==> config.mk <==
export PLATFORM = sky130hd
export DESIGN_NAME = elev_sched_flat
export DESIGN_NICKNAME = d
export VERILOG_FILES = /design/src/rtl/elev_pkg.sv /design/src/rtl/elev_sched_if.sv /design/src/rtl/elev_call_scan.sv /design/src/rtl/elev_sched.sv /design/src/flat_wrapper.sv
export SDC_FILE = /design/constraint.sdc
export NUM_CORES = 1
export LEC_CHECK = 0
export CELL_PAD_IN_SITES_DETAIL_PLACEMENT = 0
export CELL_PAD_IN_SITES_GLOBAL_PLACEMENT = 2
export CORE_MARGIN = 3
export CORE_UTILIZATION = 30
export CTS_CLUSTER_DIAMETER = 30
export DETAILED_ROUTE_END_ITERATION = 16
export PLACE_DENSITY = 0.69
export SLEW_MARGIN = 20
export SYNTH_ARGS = -nofsm -noshare
export SYNTH_HDL_FRONTEND = slang
export SYNTH_SLANG_ARGS = --single-unit
==> constraint.sdc <==
create_clock -name clk_fs -period 13.1 [get_ports clk_fs]
set_input_delay 3.275 -clock clk_fs [delete_from_list [all_inputs] [get_ports clk_fs]]
set_output_delay 3.275 -clock clk_fs [all_outputs]
set_load 0.02 [all_outputs]
==> src/rtl/elev_pkg.sv <==
// Shared types for the elevator scheduler: FSM state encoding and direction codes.
package elev_pkg;

    typedef enum logic [1:0] {
        IDLE = 2'd0,
        UP   = 2'd1,
        DOWN = 2'd2,
        DOOR = 2'd3
    } state_e;

    localparam logic [1:0] DIR_DOWN = 2'd0;
    localparam logic [1:0] DIR_IDLE = 2'd1;
    localparam logic [1:0] DIR_UP   = 2'd2;

    function automatic logic [1:0] dir_of(input state_e s);
        case (s)
            UP:      return DIR_UP;
            DOWN:    return DIR_DOWN;
            default: return DIR_IDLE;
        endcase
    endfunction

endpackage

==> src/rtl/elev_sched_if.sv <==
// Panel/car-control bundle between the elevator scheduler and its surroundings.
interface elev_sched_if #(
    parameter int FLOORS  = 8,
    parameter int FLOOR_W = 3
);
    logic               tick;
    logic [FLOORS-1:0]  call_req;
    logic               hold;
    logic [FLOORS-1:0]  call_pend;
    logic [FLOOR_W-1:0] floor;
    logic [1:0]         dir;
    logic               door_open;
    logic               arrive;

    modport master (
        output tick, call_req, hold,
        input  call_pend, floor, dir, door_open, arrive
    );

    modport slave (
        input  tick, call_req, hold,
        output call_pend, floor, dir, door_open, arrive
    );
endinterface

==> src/rtl/elev_call_scan.sv <==
// Combinational scan of pending calls relative to a floor: calls above/below and
// whether the nearest call lies upward (ties resolve upward).
module elev_call_scan #(
    parameter int FLOORS  = 8,
    parameter int FLOOR_W = 3
) (
    input  logic [FLOORS-1:0]  calls_i,
    input  logic [FLOOR_W-1:0] floor_i,
    output logic               any_above_o,
    output logic               any_below_o,
    output logic               nearest_up_o
);

    logic [FLOOR_W-1:0] up_idx;
    logic [FLOOR_W-1:0] dn_idx;

    // Downward loop leaves the lowest call above; upward loop the highest below.
    always_comb begin
        any_above_o = 1'b0;
        any_below_o = 1'b0;
        up_idx      = '0;
        dn_idx      = '0;
        for (int i = FLOORS - 1; i >= 0; i--) begin
            if (calls_i[i] && (FLOOR_W'(i) > floor_i)) begin
                any_above_o = 1'b1;
                up_idx      = FLOOR_W'(i);
            end
        end
        for (int i = 0; i < FLOORS; i++) begin
            if (calls_i[i] && (FLOOR_W'(i) < floor_i)) begin
                any_below_o = 1'b1;
                dn_idx      = FLOOR_W'(i);
            end
        end
    end

    assign nearest_up_o = any_above_o &&
                          (!any_below_o || ((up_idx - floor_i) <= (floor_i - dn_idx)));

endmodule

==> src/rtl/elev_sched.sv <==
// Single-car elevator scheduler: latches floor calls, moves one floor per
// MOVE_TICKS strobes, opens the door for DOOR_TICKS strobes at served floors.
module elev_sched
    import elev_pkg::*;
#(
    parameter int FLOORS     = 8,
    parameter int FLOOR_W    = 3,
    parameter int MOVE_TICKS = 4,
    parameter int DOOR_TICKS = 8
) (
    input  logic       clk_fs,
    input  logic       rst_n,
    elev_sched_if.slave bus
);

    localparam int MV_W = (MOVE_TICKS > 1) ? $clog2(MOVE_TICKS) : 1;
    localparam int DR_W = (DOOR_TICKS > 1) ? $clog2(DOOR_TICKS) : 1;

    state_e             state_q, state_d;
    state_e             prev_q, prev_d;
    logic [FLOOR_W-1:0] floor_q, floor_d;
    logic [FLOORS-1:0]  pend_q, pend_d;
    logic [MV_W-1:0]    mv_q, mv_d;
    logic [DR_W-1:0]    dr_q, dr_d;
    logic [1:0]         dir_q;
    logic               door_open_q;
    logic               arrive_q;

    logic               moving;
    logic               mv_last;
    logic               dr_last;
    logic               stepping;
    logic               enter_door;
    logic [FLOOR_W-1:0] floor_nx;
    logic [FLOOR_W-1:0] scan_floor;
    logic [FLOORS-1:0]  scan_calls;
    logic               any_above;
    logic               any_below;
    logic               nearest_up;

    assign moving   = (state_q == UP) || (state_q == DOWN);
    assign mv_last  = (mv_q == MV_W'(MOVE_TICKS - 1));
    assign dr_last  = (dr_q == DR_W'(DOOR_TICKS - 1));
    assign stepping = moving && bus.tick && mv_last;
    assign floor_nx = (state_q == UP) ? floor_q + FLOOR_W'(1) : floor_q - FLOOR_W'(1);

    // On a step, decisions are made from the floor being entered. In IDLE the
    // raw requests are folded in so a call at the current floor opens the door
    // next cycle without ever showing as pending.
    assign scan_floor = stepping ? floor_nx : floor_q;
    assign scan_calls = (state_q == IDLE) ? (pend_q | bus.call_req) : pend_q;

    elev_call_scan #(
        .FLOORS  (FLOORS),
        .FLOOR_W (FLOOR_W)
    ) u_scan (
        .calls_i      (scan_calls),
        .floor_i      (scan_floor),
        .any_above_o  (any_above),
        .any_below_o  (any_below),
        .nearest_up_o (nearest_up)
    );

    always_comb begin
        state_d = state_q;
        floor_d = floor_q;
        mv_d    = mv_q;
        dr_d    = dr_q;
        case (state_q)
            IDLE: begin
                if (scan_calls[floor_q])        state_d = DOOR;
                else if (any_above && any_below) state_d = nearest_up ? UP : DOWN;
                else if (any_above)             state_d = UP;
                else if (any_below)             state_d = DOWN;
            end
            UP, DOWN: begin
                if (bus.tick) begin
                    if (mv_last) begin
                        mv_d    = '0;
                        floor_d = floor_nx;
                        if (pend_q[floor_nx])
                            state_d = DOOR;
                        else if ((state_q == UP) ? any_above : any_below)
                            state_d = state_q;
                        else if ((state_q == UP) ? any_below : any_above)
                            state_d = (state_q == UP) ? DOWN : UP;
                        else
                            state_d = IDLE;
                    end else begin
                        mv_d = mv_q + MV_W'(1);
                    end
                end
            end
            DOOR: begin
                if (bus.hold || bus.call_req[floor_q]) begin
                    dr_d = '0;
                end else if (bus.tick) begin
                    if (dr_last) begin
                        dr_d = '0;
                        case (prev_q)
                            UP:      state_d = any_above ? UP : (any_below ? DOWN : IDLE);
                            DOWN:    state_d = any_below ? DOWN : (any_above ? UP : IDLE);
                            default: state_d = IDLE;
                        endcase
                    end else begin
                        dr_d = dr_q + DR_W'(1);
                    end
                end
            end
            default: state_d = IDLE;
        endcase
    end

    assign enter_door = (state_d == DOOR) && (state_q != DOOR);

    // Direction of travel is remembered on door entry so the exit can resume it.
    always_comb begin
        prev_d = prev_q;
        if (enter_door) prev_d = state_q;
    end

    always_comb begin
        logic [FLOORS-1:0] set;
        set = bus.call_req;
        if (state_q == DOOR) set[floor_q] = 1'b0;
        pend_d = pend_q | set;
        if (enter_door) pend_d[floor_d] = 1'b0;
    end

    always_ff @(posedge clk_fs or negedge rst_n) begin
        if (!rst_n) begin
            state_q     <= IDLE;
            prev_q      <= IDLE;
            floor_q     <= '0;
            pend_q      <= '0;
            mv_q        <= '0;
            dr_q        <= '0;
            dir_q       <= DIR_IDLE;
            door_open_q <= 1'b0;
            arrive_q    <= 1'b0;
        end else begin
            state_q     <= state_d;
            prev_q      <= prev_d;
            floor_q     <= floor_d;
            pend_q      <= pend_d;
            mv_q        <= mv_d;
            dr_q        <= dr_d;
            dir_q       <= dir_of(state_d);
            door_open_q <= (state_d == DOOR);
            arrive_q    <= enter_door;
        end
    end

    assign bus.call_pend = pend_q;
    assign bus.floor     = floor_q;
    assign bus.dir       = dir_q;
    assign bus.door_open = door_open_q;
    assign bus.arrive    = arrive_q;

endmodule

==> src/flat_wrapper.sv <==
// flat-port wrapper written by rule: the top's interface ports become plain ports
module elev_sched_flat import elev_pkg::*;
#(
    parameter int FLOORS     = 8,
    parameter int FLOOR_W    = 3,
    parameter int MOVE_TICKS = 4,
    parameter int DOOR_TICKS = 8
)
  (clk_fs, rst_n, bus_tick, bus_call_req, bus_hold, bus_call_pend, bus_floor, bus_dir, bus_door_open, bus_arrive);
  elev_sched_if #(.FLOORS(FLOORS), .FLOOR_W(FLOOR_W)) bus_i ();
  input  logic clk_fs;
  input  logic rst_n;
  input wire logic [$bits(bus_i.tick)-1:0] bus_tick;
  input wire logic [$bits(bus_i.call_req)-1:0] bus_call_req;
  input wire logic [$bits(bus_i.hold)-1:0] bus_hold;
  output wire logic [$bits(bus_i.call_pend)-1:0] bus_call_pend;
  output wire logic [$bits(bus_i.floor)-1:0] bus_floor;
  output wire logic [$bits(bus_i.dir)-1:0] bus_dir;
  output wire logic [$bits(bus_i.door_open)-1:0] bus_door_open;
  output wire logic [$bits(bus_i.arrive)-1:0] bus_arrive;
  assign bus_i.tick = bus_tick;
  assign bus_i.call_req = bus_call_req;
  assign bus_i.hold = bus_hold;
  assign bus_call_pend = bus_i.call_pend;
  assign bus_floor = bus_i.floor;
  assign bus_dir = bus_i.dir;
  assign bus_door_open = bus_i.door_open;
  assign bus_arrive = bus_i.arrive;
  elev_sched #(.FLOORS(FLOORS), .FLOOR_W(FLOOR_W), .MOVE_TICKS(MOVE_TICKS), .DOOR_TICKS(DOOR_TICKS)) u_core (.clk_fs(clk_fs), .rst_n(rst_n), .bus(bus_i));
endmodule
==> results.md, run 1 <==
* Hold Path Class: flop to flop
* Setup TNS Final at 0 ps
* Worst Setup End Kind: flop
* Main synth FF type: dfrtp_1
* Worst Setup Start Kind: primary input
* Core box area at 7370 um^2
* R2r startpoint: u_core.state_q[1]$_DFF_PN0_
* Total number of vias at just over 2000
* First-pass iteration count of the detailed router at 4
* Die height at between 90 and 100 um
* Hold EP: u_core.dr_q[1]$_DFFE_PN0P_
* Leading cell type in the layout, fill and taps excluded: clkdlybuf4s50_1
* Setup slack, reg-to-reg at about 7400 ps
* Wirelength per Cell at 18.0 um
* H-tree depth at 1
* Post-synth ARST share at between 90% and 100%
* Most frequent cells in the layout: clkdlybuf4s50_1, a21oi_1, nand2_1, dfrtp_1, inv_1
* # hold bufs at CTS at 0
* Final Hold Violating Endpoints at 0
* Max-slew violation count at 0
* Fmax at between 100 and 150 MHz
* Gpl congestion at 0.802
* Main combinational cell family by area after synthesis: compound AO/OA/AOI/OAI gates
* Setup Fix Bufs, Post-CTS at 0
* Initial Utilization at a little under a third
* Max Cap Viol at 0
* Synth Area in Compound Gates at between 20 and 30%
* GRT Util Overall at 16.3%
* Rel. slew slack at 62.6%
* Net Count, Synth at 295
* Average vias per placed instance at around 5.4
* Final Util at between 30% and 40%
* GRT Residual Overflow at 0
* Register area share after synthesis at 26.1%
* Hold path depth at 2
* Die Width at 93.7 um
* Remaining DRCs at 0
* Post-CTS sizing at 0
* First DRT Iteration DRCs at 155
* Clock sinks at 24
* R2R cell count at 25
* Reg-to-reg endpoint: u_core.bus.call_pend[0]$_DFF_PN0_
* Clock Latency Late Sink at 270 ps
* Tcrit/Tclk final at approximately 60%
* Cell Rows at 31
* Clk buf depth at 2
* Hold Crit Start: u_core.dr_q[1]$_DFFE_PN0P_
* Simple-gate share of the synthesized area at about 17%
* Die area at ~8800 um^2
* Post-synthesis mux area share at under 10%
* Syn. warnings at 0
* TritonCTS clock tree: yes
* Placed wire-length estimate at roughly 5300 um
* Fin Clk Skew at around 10 ps
* Num ports at 27
* Area Growth Syn to Fin at 17.2%
* Number of synthesized flops with an enable pin at 0
* XOR/XNOR share of the synthesized area at under 10%
* Mapped Area at about 2300 um^2
* Final setup vio count at 0
* Total CTS buffers at 3
* DRT antenna net count at 0
* Vias in the first global route at between 2000 and 2500
* Synthesized flop and latch total at 24
* Mapped Cells at 264
* Antenna violations before repair at 0
* Setup CP Type: primary input to flop
* First-pass GRT wire length at 11200 um
* Placed cell area at 2650 um^2
* Final Instance Area at around 2700 um^2
* Final Net Count at ~320
* RSZ-0062 raised after global routing: no
* Worst-path clk slew at about 100 ps
* Min Tclk post-route at slightly above 8000 ps
* Share of cells above drive strength 1 at between 10 and 15%
* Mean Syn Cell Area at a little under 9 um^2
* Ant diodes at 0
* Status: completed
* Clk root buf: clkbuf_8
* Adder-cell share of the synthesized area at between 10% and 20%
* CP max FO at 15
* Pin count of the biggest net entering global routing at 25
* Final WL at 6910 um
* Post-synth cell types at 66
* CP required at approximately 13000 ps
* Worst Max-Slew Pin Slew at approximately 560 ps
* PortBufs at 26
* Crit path arrival time at 8210 ps
==> routing by layer <==
layer	GRT usage [%]	vias up	part of all wire [%]
met5	0	-	0
met4	3.73	0	1.4
met3	2.48	8	4.6
met2	26.1	59	46
met1	23.2	985	48
li1	-	1021	-
==> flip-flops by register name, indices dropped and copies added (netlist names), 2 cells and up <==
name and flops:
u_core.dr_q 3, u_core.state_q 2, u_core.bus.call_pend 8, u_core.prev_q 2
u_core.bus.dir 2, u_core.mv_q 2, u_core.bus.floor 3
==> worst max-delay path, cell delays in order <==
cell	delay [ps]
clkdlybuf4s50_1	690
nand3_2	180
nor3_1	400
nor2_4	170
inv_2	170
nor2_1	90
a2111oi_0	360
o21ai_0	140
a22oi_1	190
ha_1	190
fa_1	410
ha_1	300
a21o_1	160
a21oi_1	130
a31oi_1	60
a31oi_1	190
o22ai_1	110
a32oi_1	260
ha_1	230
nand2_1	100
nor2_1	240
a21oi_1	140
==> synthesized netlist by cell type (2+ instances only) <==
library cell / instances / area, um^2
inv_1: 18 / 67.6
o22ai_1: 3 / 18.8
o2bb2ai_1: 2 / 17.5
o32a_1: 2 / 20.0
mux2i_1: 6 / 60.1
a21oi_1: 24 / 120
inv_2: 2 / 7.51
xnor2_1: 4 / 35.0
nand2b_1: 2 / 12.5
a22o_1: 3 / 26.3
ha_1: 16 / 200
clkbuf_1: 5 / 18.8
nand3_1: 6 / 30.0
buf_2: 5 / 25.0
fa_1: 3 / 60.1
a221o_1: 2 / 20.0
and2_1: 2 / 12.5
mux2_2: 2 / 22.5
o21ai_0: 14 / 70.1
o211ai_1: 2 / 15.0
a211oi_1: 3 / 22.5
a21o_1: 8 / 60.1
a31oi_1: 11 / 68.8
nand4_1: 5 / 31.3
a22oi_1: 2 / 15.0
dfrtp_1: 23 / 576
nand2_1: 23 / 86.3
mux4_2: 3 / 67.6
o31ai_1: 2 / 15.0
nor2_1: 17 / 63.8
nor3_1: 8 / 40.0
a32o_1: 2 / 20.0
==> area by class of cell <==
| class | count | area [um^2] |
|---|---|---|
| fill | 798 | 4660 |
| multi-input combinational | 205 | 1550 |
| sequential | 24 | 602 |
| timing repair buffer | 30 | 290 |
| tap | 99 | 124 |
| inverter | 21 | 83.8 |
| clock buffer | 4 | 55.1 |
==> worst max-delay path by stage <==
stage | depth (start not counted) | from | endpoint
6_report | 22 | bus_tick | u_core.bus.call_pend[0]$_DFF_PN0_
5_1_grt | 22 | bus_tick | u_core.bus.call_pend[3]$_DFF_PN0_
4_1_cts | 22 | bus_tick | u_core.bus.call_pend[0]$_DFF_PN0_
3_5_place_dp | 22 | bus_tick | u_core.bus.call_pend[0]$_DFF_PN0_
3_3_place_gp | 22 | bus_tick | u_core.bus.call_pend[0]$_DFF_PN0_
2_1_floorplan | 22 | bus_tick | u_core.bus.call_pend[2]$_DFF_PN0_
==> stage by stage <==
| stage | worst slack (ps) | instances | hold slack (ps) |
|---|---|---|---|
| 2_1_floorplan | 6030 | 264 | 454 |
| 3_3_place_gp | 4840 | 379 | 479 |
| 3_5_place_dp | 4750 | 379 | 492 |
| 4_1_cts | 5050 | 383 | 513 |
| 5_1_grt | 4590 | 383 | 530 |
| 6_report | 5040 | 383 | 508 |
==> kinds of logic after synthesis <==
kind of cell | count (synthesis)
compound gates | 95
xor+xnor | 5
fa+ha+maj | 19
buf+inv | 35
flops | 24
mux | 11
simple gates | 75
Power of run 1 is not shown: default switching activity piles up to over one toggle a cycle in this logic, so the estimate is an artifact.
==> run 2: changes to the inputs <==
==> constraint.sdc (replaced) <==
create_clock -name clk_fs -period 8.3 [get_ports clk_fs]
set_input_delay 2.075 -clock clk_fs [delete_from_list [all_inputs] [get_ports clk_fs]]
set_output_delay 2.075 -clock clk_fs [all_outputs]
set_load 0.02 [all_outputs]
==> results.md, run 2 (same netlist as run 1, synthesis figures left out) <==
* Die area at 8780 um^2 (unchanged)
* Antenna violations before repair at 0 (unchanged)
* # hold bufs at CTS at 0 (unchanged)
* Core box area at 7370 um^2 (unchanged)
* Wirelength per Cell at 18.1 um (+0.52%)
* Initial Utilization at 31.3% (unchanged)
* Final Net Count at 316 (unchanged)
* Hold Path Class: flop to flop
* CP required at 8440 ps (-4810 ps)
* Average vias per placed instance at 5.49 (+1.4%)
* Clk root buf: clkbuf_8
* Crit path arrival time at 7010 ps (-1200 ps)
* CP max FO at 15 (unchanged)
* Setup Fix Bufs, Post-CTS at 0 (unchanged)
* Final Hold Violating Endpoints at 0 (unchanged)
* Most frequent cells in the layout: clkdlybuf4s50_1, a21oi_1, nand2_1, dfrtp_1, inv_1
* Fin Clk Skew at 4.93 ps (-5.02 ps)
* Worst-path clk slew at 90 ps (about the same)
* H-tree depth at 1 (unchanged)
* Remaining DRCs at 0 (unchanged)
* Highest-delay cell along the critical path: clkdlybuf4s50_1
* Num ports at 27 (unchanged)
* Clock Latency Late Sink at 270 ps (about the same)
* Share of cells above drive strength 1 at 11.6% (unchanged)
* Leading cell type in the layout, fill and taps excluded: clkdlybuf4s50_1
* Largest register FFs at 8 (unchanged)
* GRT Util Overall at 16.5% (+0.15 points)
* Clk buf depth at 2 (unchanged)
* CP Cell Sequence: clkdlybuf4s50_1 -> nand3_2 -> nor3_1 -> nor2_4 -> inv_2 -> nor2_1 -> a2111oi_0 -> o21ai_0 -> a22oi_1 -> ha_1 -> fa_1 -> ha_1 -> a21o_1 -> a21oi_1 -> a31oi_1 -> a31oi_1 -> o22ai_1 -> a32oi_1 -> ha_1 -> nand2_1 -> nor2_1 -> a21oi_1
* Worst Setup End Kind: flop
* Min Tclk post-route at ~6900 ps
* Clock sinks at 24 (unchanged)
* First-pass GRT wire length at 11200 um (+0.31%)
* Final WL at 6950 um (+0.52%)
* Total CTS buffers at 3 (unchanged)
* Worst Setup Start Kind: primary input
* Fmax at between 100 and 150 MHz
* Max-slew violation count at 0 (unchanged)
* Die Width at 93.7 um (unchanged)
* Post-CTS sizing at 0 (unchanged)
* Area Growth Syn to Fin at 17.2% (unchanged)
* Total number of vias at 2103 (+1.4%)
* Tcrit/Tclk final at about 83%
* First DRT Iteration DRCs at 143 (-7.7%)
* Most used cell along the critical path: ha_1
* RSZ-0062 raised after global routing: no
* Placed wire-length estimate at 5390 um (+1.3%)
* Ant diodes at 0 (unchanged)
* DRT antenna net count at 0 (unchanged)
* Rel. slew slack at 63.8% (+1.3 points)
* First-pass iteration count of the detailed router at 4 (unchanged)
* Worst Max-Slew Pin Slew at 542 ps (-19.0 ps)
* PortBufs at 26 (unchanged)
* Status: completed
* Setup TNS Final at 0 ps (unchanged)
* Pin count of the biggest net entering global routing at 25 (unchanged)
* Vias in the first global route at 2076 (+0.048%)
* Gpl congestion at 0.815 (+1.7%)
* Final setup vio count at 0 (unchanged)
* Max Cap Viol at 0 (unchanged)
* Crit path largest cell delay at 680 ps (about the same)
* Crit-path leading delay family: compound AO/OA/AOI/OAI gates
* GRT Residual Overflow at 0 (unchanged)
* Setup CP Type: primary input to flop
* Setup slack, reg-to-reg at 2570 ps (-4790 ps)
* Crit path buffers/inverters at 2 (unchanged)
* TritonCTS clock tree: yes
* Die height at 93.7 um (unchanged)
* Cell Rows at 31 (unchanged)
==> run 2: cell counts in the layout (fill, tap and decap cells not counted) <==
No cell type changed its count.
==> run 2: worst paths after layout <==
path,start,to,cells after the start
min in group asynchronous,rst_n,u_core.bus.call_pend[0]$_DFF_PN0_,2
max in group asynchronous,rst_n,u_core.bus.dir[0]$_DFF_PN1_,2
setup / recovery,bus_tick,u_core.bus.call_pend[0]$_DFF_PN0_,22
hold / removal,u_core.dr_q[1]$_DFFE_PN0P_,u_core.dr_q[1]$_DFFE_PN0P_,2
setup reg to reg,u_core.state_q[1]$_DFF_PN0_,u_core.bus.call_pend[0]$_DFF_PN0_,24
hold reg to reg,u_core.dr_q[1]$_DFFE_PN0P_,u_core.dr_q[1]$_DFFE_PN0P_,2
==> run 2: cell type report <==
| type | instances | area [um^2] |
|---|---|---|
| Multi-Input combinational cell | 205 | 1550 |
| Inverter | 21 | 83.8 |
| Tap cell | 99 | 124 |
| Clock buffer | 4 | 55.1 |
| Timing Repair Buffer | 30 | 290 |
| Sequential cell | 24 | 602 |
| Fill cell | 774 | 4660 |
==> run 2: through the flow <==
stage | worst slack, ps | hold slack (ps) | utilization [%] | std cells | cell area [um^2]
after detailed placement | 1150 | 492 | 36.0 | 379 | 2650
final | 1430 | 509 | 36.7 | 383 | 2710
after CTS | 1450 | 513 | 36.7 | 383 | 2710
after global placement | 1240 | 479 | 36.0 | 379 | 2650
after floorplan | 2430 | 454 | - | 264 | 2310
after global routing | 1010 | 530 | 36.7 | 383 | 2710
==> run 2: layer usage <==
layer  track usage [%]  routed length [um]  vias up  part of all wire, %
li1                  -                   -     1023                    -
met1              23.4                3210     1002                   46
met2              25.8                3230       66                   46
met3              2.88                 364       12                  5.2
met4              4.33                 139        0                  2.0
met5                 0                   0        -                    0
==> run 2: tightest hold or removal path: stages (launching register included) <==
cell and delay, ps:
dfrtp_1 370, nand2_1 50, o21ai_0 60
Power of run 2 is left out for the same reason.
==> run 3: changes to the inputs <==
--- a/config.mk
+++ b/config.mk
@@ -11,7 +11,7 @@
 export CORE_UTILIZATION = 30
 export CTS_CLUSTER_DIAMETER = 30
 export DETAILED_ROUTE_END_ITERATION = 16
-export PLACE_DENSITY = 0.69
+export PLACE_DENSITY = 0.72
 export SLEW_MARGIN = 20
 export SYNTH_ARGS = -nofsm -noshare
 export SYNTH_HDL_FRONTEND = slang
==> constraint.sdc (replaced) <==
create_clock -name clk_fs -period 5.8 [get_ports clk_fs]
set_input_delay 1.45 -clock clk_fs [delete_from_list [all_inputs] [get_ports clk_fs]]
set_output_delay 1.45 -clock clk_fs [all_outputs]
set_load 0.02 [all_outputs]
==> results.md, run 3 (same netlist as run 1, synthesis figures left out) <==
* Rel. slew slack at 62.1% (-1.7 points)
* Final Net Count at 357 (+13%)
* H-tree depth at 1 (unchanged)
* Tcrit/Tclk final at 92.6%
* Vias in the first global route at 2264 (+9.1%)
* GRT Util Overall at 16.9% (+0.42 points)
* GRT Residual Overflow at 0 (unchanged)
* Status: completed
* Worst Max-Slew Pin Slew at 568 ps (+26.1 ps)
* First-pass GRT wire length at 11700 um (+4.5%)
* Total CTS buffers at 3 (unchanged)
* Crit path largest cell delay at 450 ps (-230 ps)
* PortBufs at 26 (unchanged)
* Leading cell type in the layout, fill and taps excluded: buf_4
* Setup CP Type: primary input to flop
* Min Tclk post-route at ~5400 ps
* Clk buf depth at 2 (unchanged)
* Pin count of the biggest net entering global routing at 25 (unchanged)
* # hold bufs at CTS at 0 (unchanged)
* CP max FO at 4 (-11)
* Crit path arrival time at 5510 ps (-1500 ps)
* Wirelength per Cell at 16.8 um (-7.4%)
* Max Cap Viol at 0 (unchanged)
* Clock Latency Late Sink at 260 ps (about the same)
* Core box area at 7370 um^2 (unchanged)
* FF/Latch Area at 602 um^2 (unchanged)
* CP Cell Sequence: clkdlybuf4s50_1 -> a21oi_1 -> o22ai_1 -> a221o_1 -> o2bb2ai_1 -> a22oi_1 -> ha_2 -> fa_1 -> inv_1 -> ha_1 -> a21o_1 -> a21oi_2 -> a31oi_1 -> a31oi_1 -> o22ai_1 -> a32oi_1 -> ha_2 -> nand2_4 -> nor2_4 -> a31oi_1
* Final WL at 7120 um (+2.5%)
* First-pass iteration count of the detailed router at 4 (unchanged)
* Die Width at 93.7 um (unchanged)
* Num ports at 27 (unchanged)
* Fin Clk Skew at 4.46 ps (-0.469 ps)
* Max-slew violation count at 0 (unchanged)
* Gpl congestion at 0.856 (+5.0%)
* Hold Path Class: flop to flop
* Average vias per placed instance at 5.40 (-1.6%)
* Area Growth Syn to Fin at 32.6%
* Final setup vio count at 0 (unchanged)
* Area taken by multi-input logic gates at 1600 um^2 (+3.0%)
* Clk root buf: clkbuf_8
* Final Hold Violating Endpoints at 0 (unchanged)
* Clock sinks at 24 (unchanged)
* DRT antenna net count at 0 (unchanged)
* Antenna violations before repair at 0 (unchanged)
* Placed wire-length estimate at 5710 um (+5.9%)
* Final std cells w/o fill at 424 (+11%)
* Largest register FFs at 8 (unchanged)
* Worst Setup Start Kind: primary input
* Final Util at 41.5% (+4.8 points)
* Total number of vias at 2291 (+8.9%)
* Most frequent cells in the layout: buf_4, clkdlybuf4s50_1, a21oi_1, dfrtp_1, nand2_1
* Share of cells above drive strength 1 at 26.2% (+15 points)
* Die height at 93.7 um (unchanged)
* Most used cell along the critical path: a31oi_1
* Remaining DRCs at 0 (unchanged)
* Highest-delay cell along the critical path: clkdlybuf4s50_1
* Worst Setup End Kind: flop
* Worst setup margin at 429 ps (-1000 ps)
* Die area at 8780 um^2 (unchanged)
* Initial Utilization at 31.3% (unchanged)
* First DRT Iteration DRCs at 108 (-24%)
* Placed Cells at 420 (+11%)
* CP required at 5940 ps (-2500 ps)
* # fillers at 751 (-3.0%)
* Ant diodes at 0 (unchanged)
* Cell Rows at 31 (unchanged)
* Worst-path clk slew at 80 ps (about the same)
* Fmax at about 190 MHz
* TritonCTS clock tree: yes
* RSZ-0062 raised after global routing: no
* Place WS at -261 ps (-1410 ps)
==> run 3: cell type report <==
type	count	area share [%]
inverters	21	2.74
multi-input cells	205	52.2
repair buffers	71	19.6
clock buffers	4	1.80
well taps	99	4.05
flip-flops and latches	24	19.7
==> run 3: worst paths after layout <==
path	from	end	slack (ps)	cells after the start
max in group asynchronous	rst_n	u_core.bus.dir[0]$_DFF_PN1_	4260	1
hold reg to reg	u_core.dr_q[1]$_DFFE_PN0P_	u_core.dr_q[1]$_DFFE_PN0P_	500	2
hold / removal	u_core.dr_q[1]$_DFFE_PN0P_	u_core.dr_q[1]$_DFFE_PN0P_	500	2
min in group asynchronous	rst_n	u_core.bus.call_pend[2]$_DFF_PN0_	1160	1
setup / recovery	bus_call_req[7]	u_core.bus.call_pend[3]$_DFF_PN0_	430	20
setup reg to reg	u_core.state_q[1]$_DFF_PN0_	u_core.bus.call_pend[3]$_DFF_PN0_	520	24
==> run 3: timing repair <==
item,CTS,global route
buffers inserted,0,0
setup endpoints to repair,0,12
hold endpoints to repair,0,0
gates resized for setup,0,18
==> run 3: stage by stage <==
| step | cell area [um^2] | hold slack (ps) | TNS (ps) |
|---|---|---|---|
| after CTS | 3010 | 510 | 0 |
| after floorplan | 2310 | 454 | 0 |
| final | 3060 | 502 | 0 |
| after detailed placement | 2960 | 486 | -2540 |
| after global placement | 2960 | 474 | -1220 |
| after global routing | 3060 | 547 | 0 |
==> run 3: per-layer routing <==
layer | part of all wire (%) | GRT usage [%] | wire length [um]
met4 | 1.3 | 3.37 | 91
met1 | 46 | 23.3 | 3260
met2 | 47 | 28.0 | 3330
met3 | 6.2 | 2.56 | 440
met5 | 0 | 0 | 0
==> run 3: critical path: cells and delay by family <==
kind,cells,cell delay [ps]
fa+ha+maj,4,1130
buf+inv,2,520
simple gates,2,230
compound gates,12,2180
Power of run 3 is left out for the same reason.
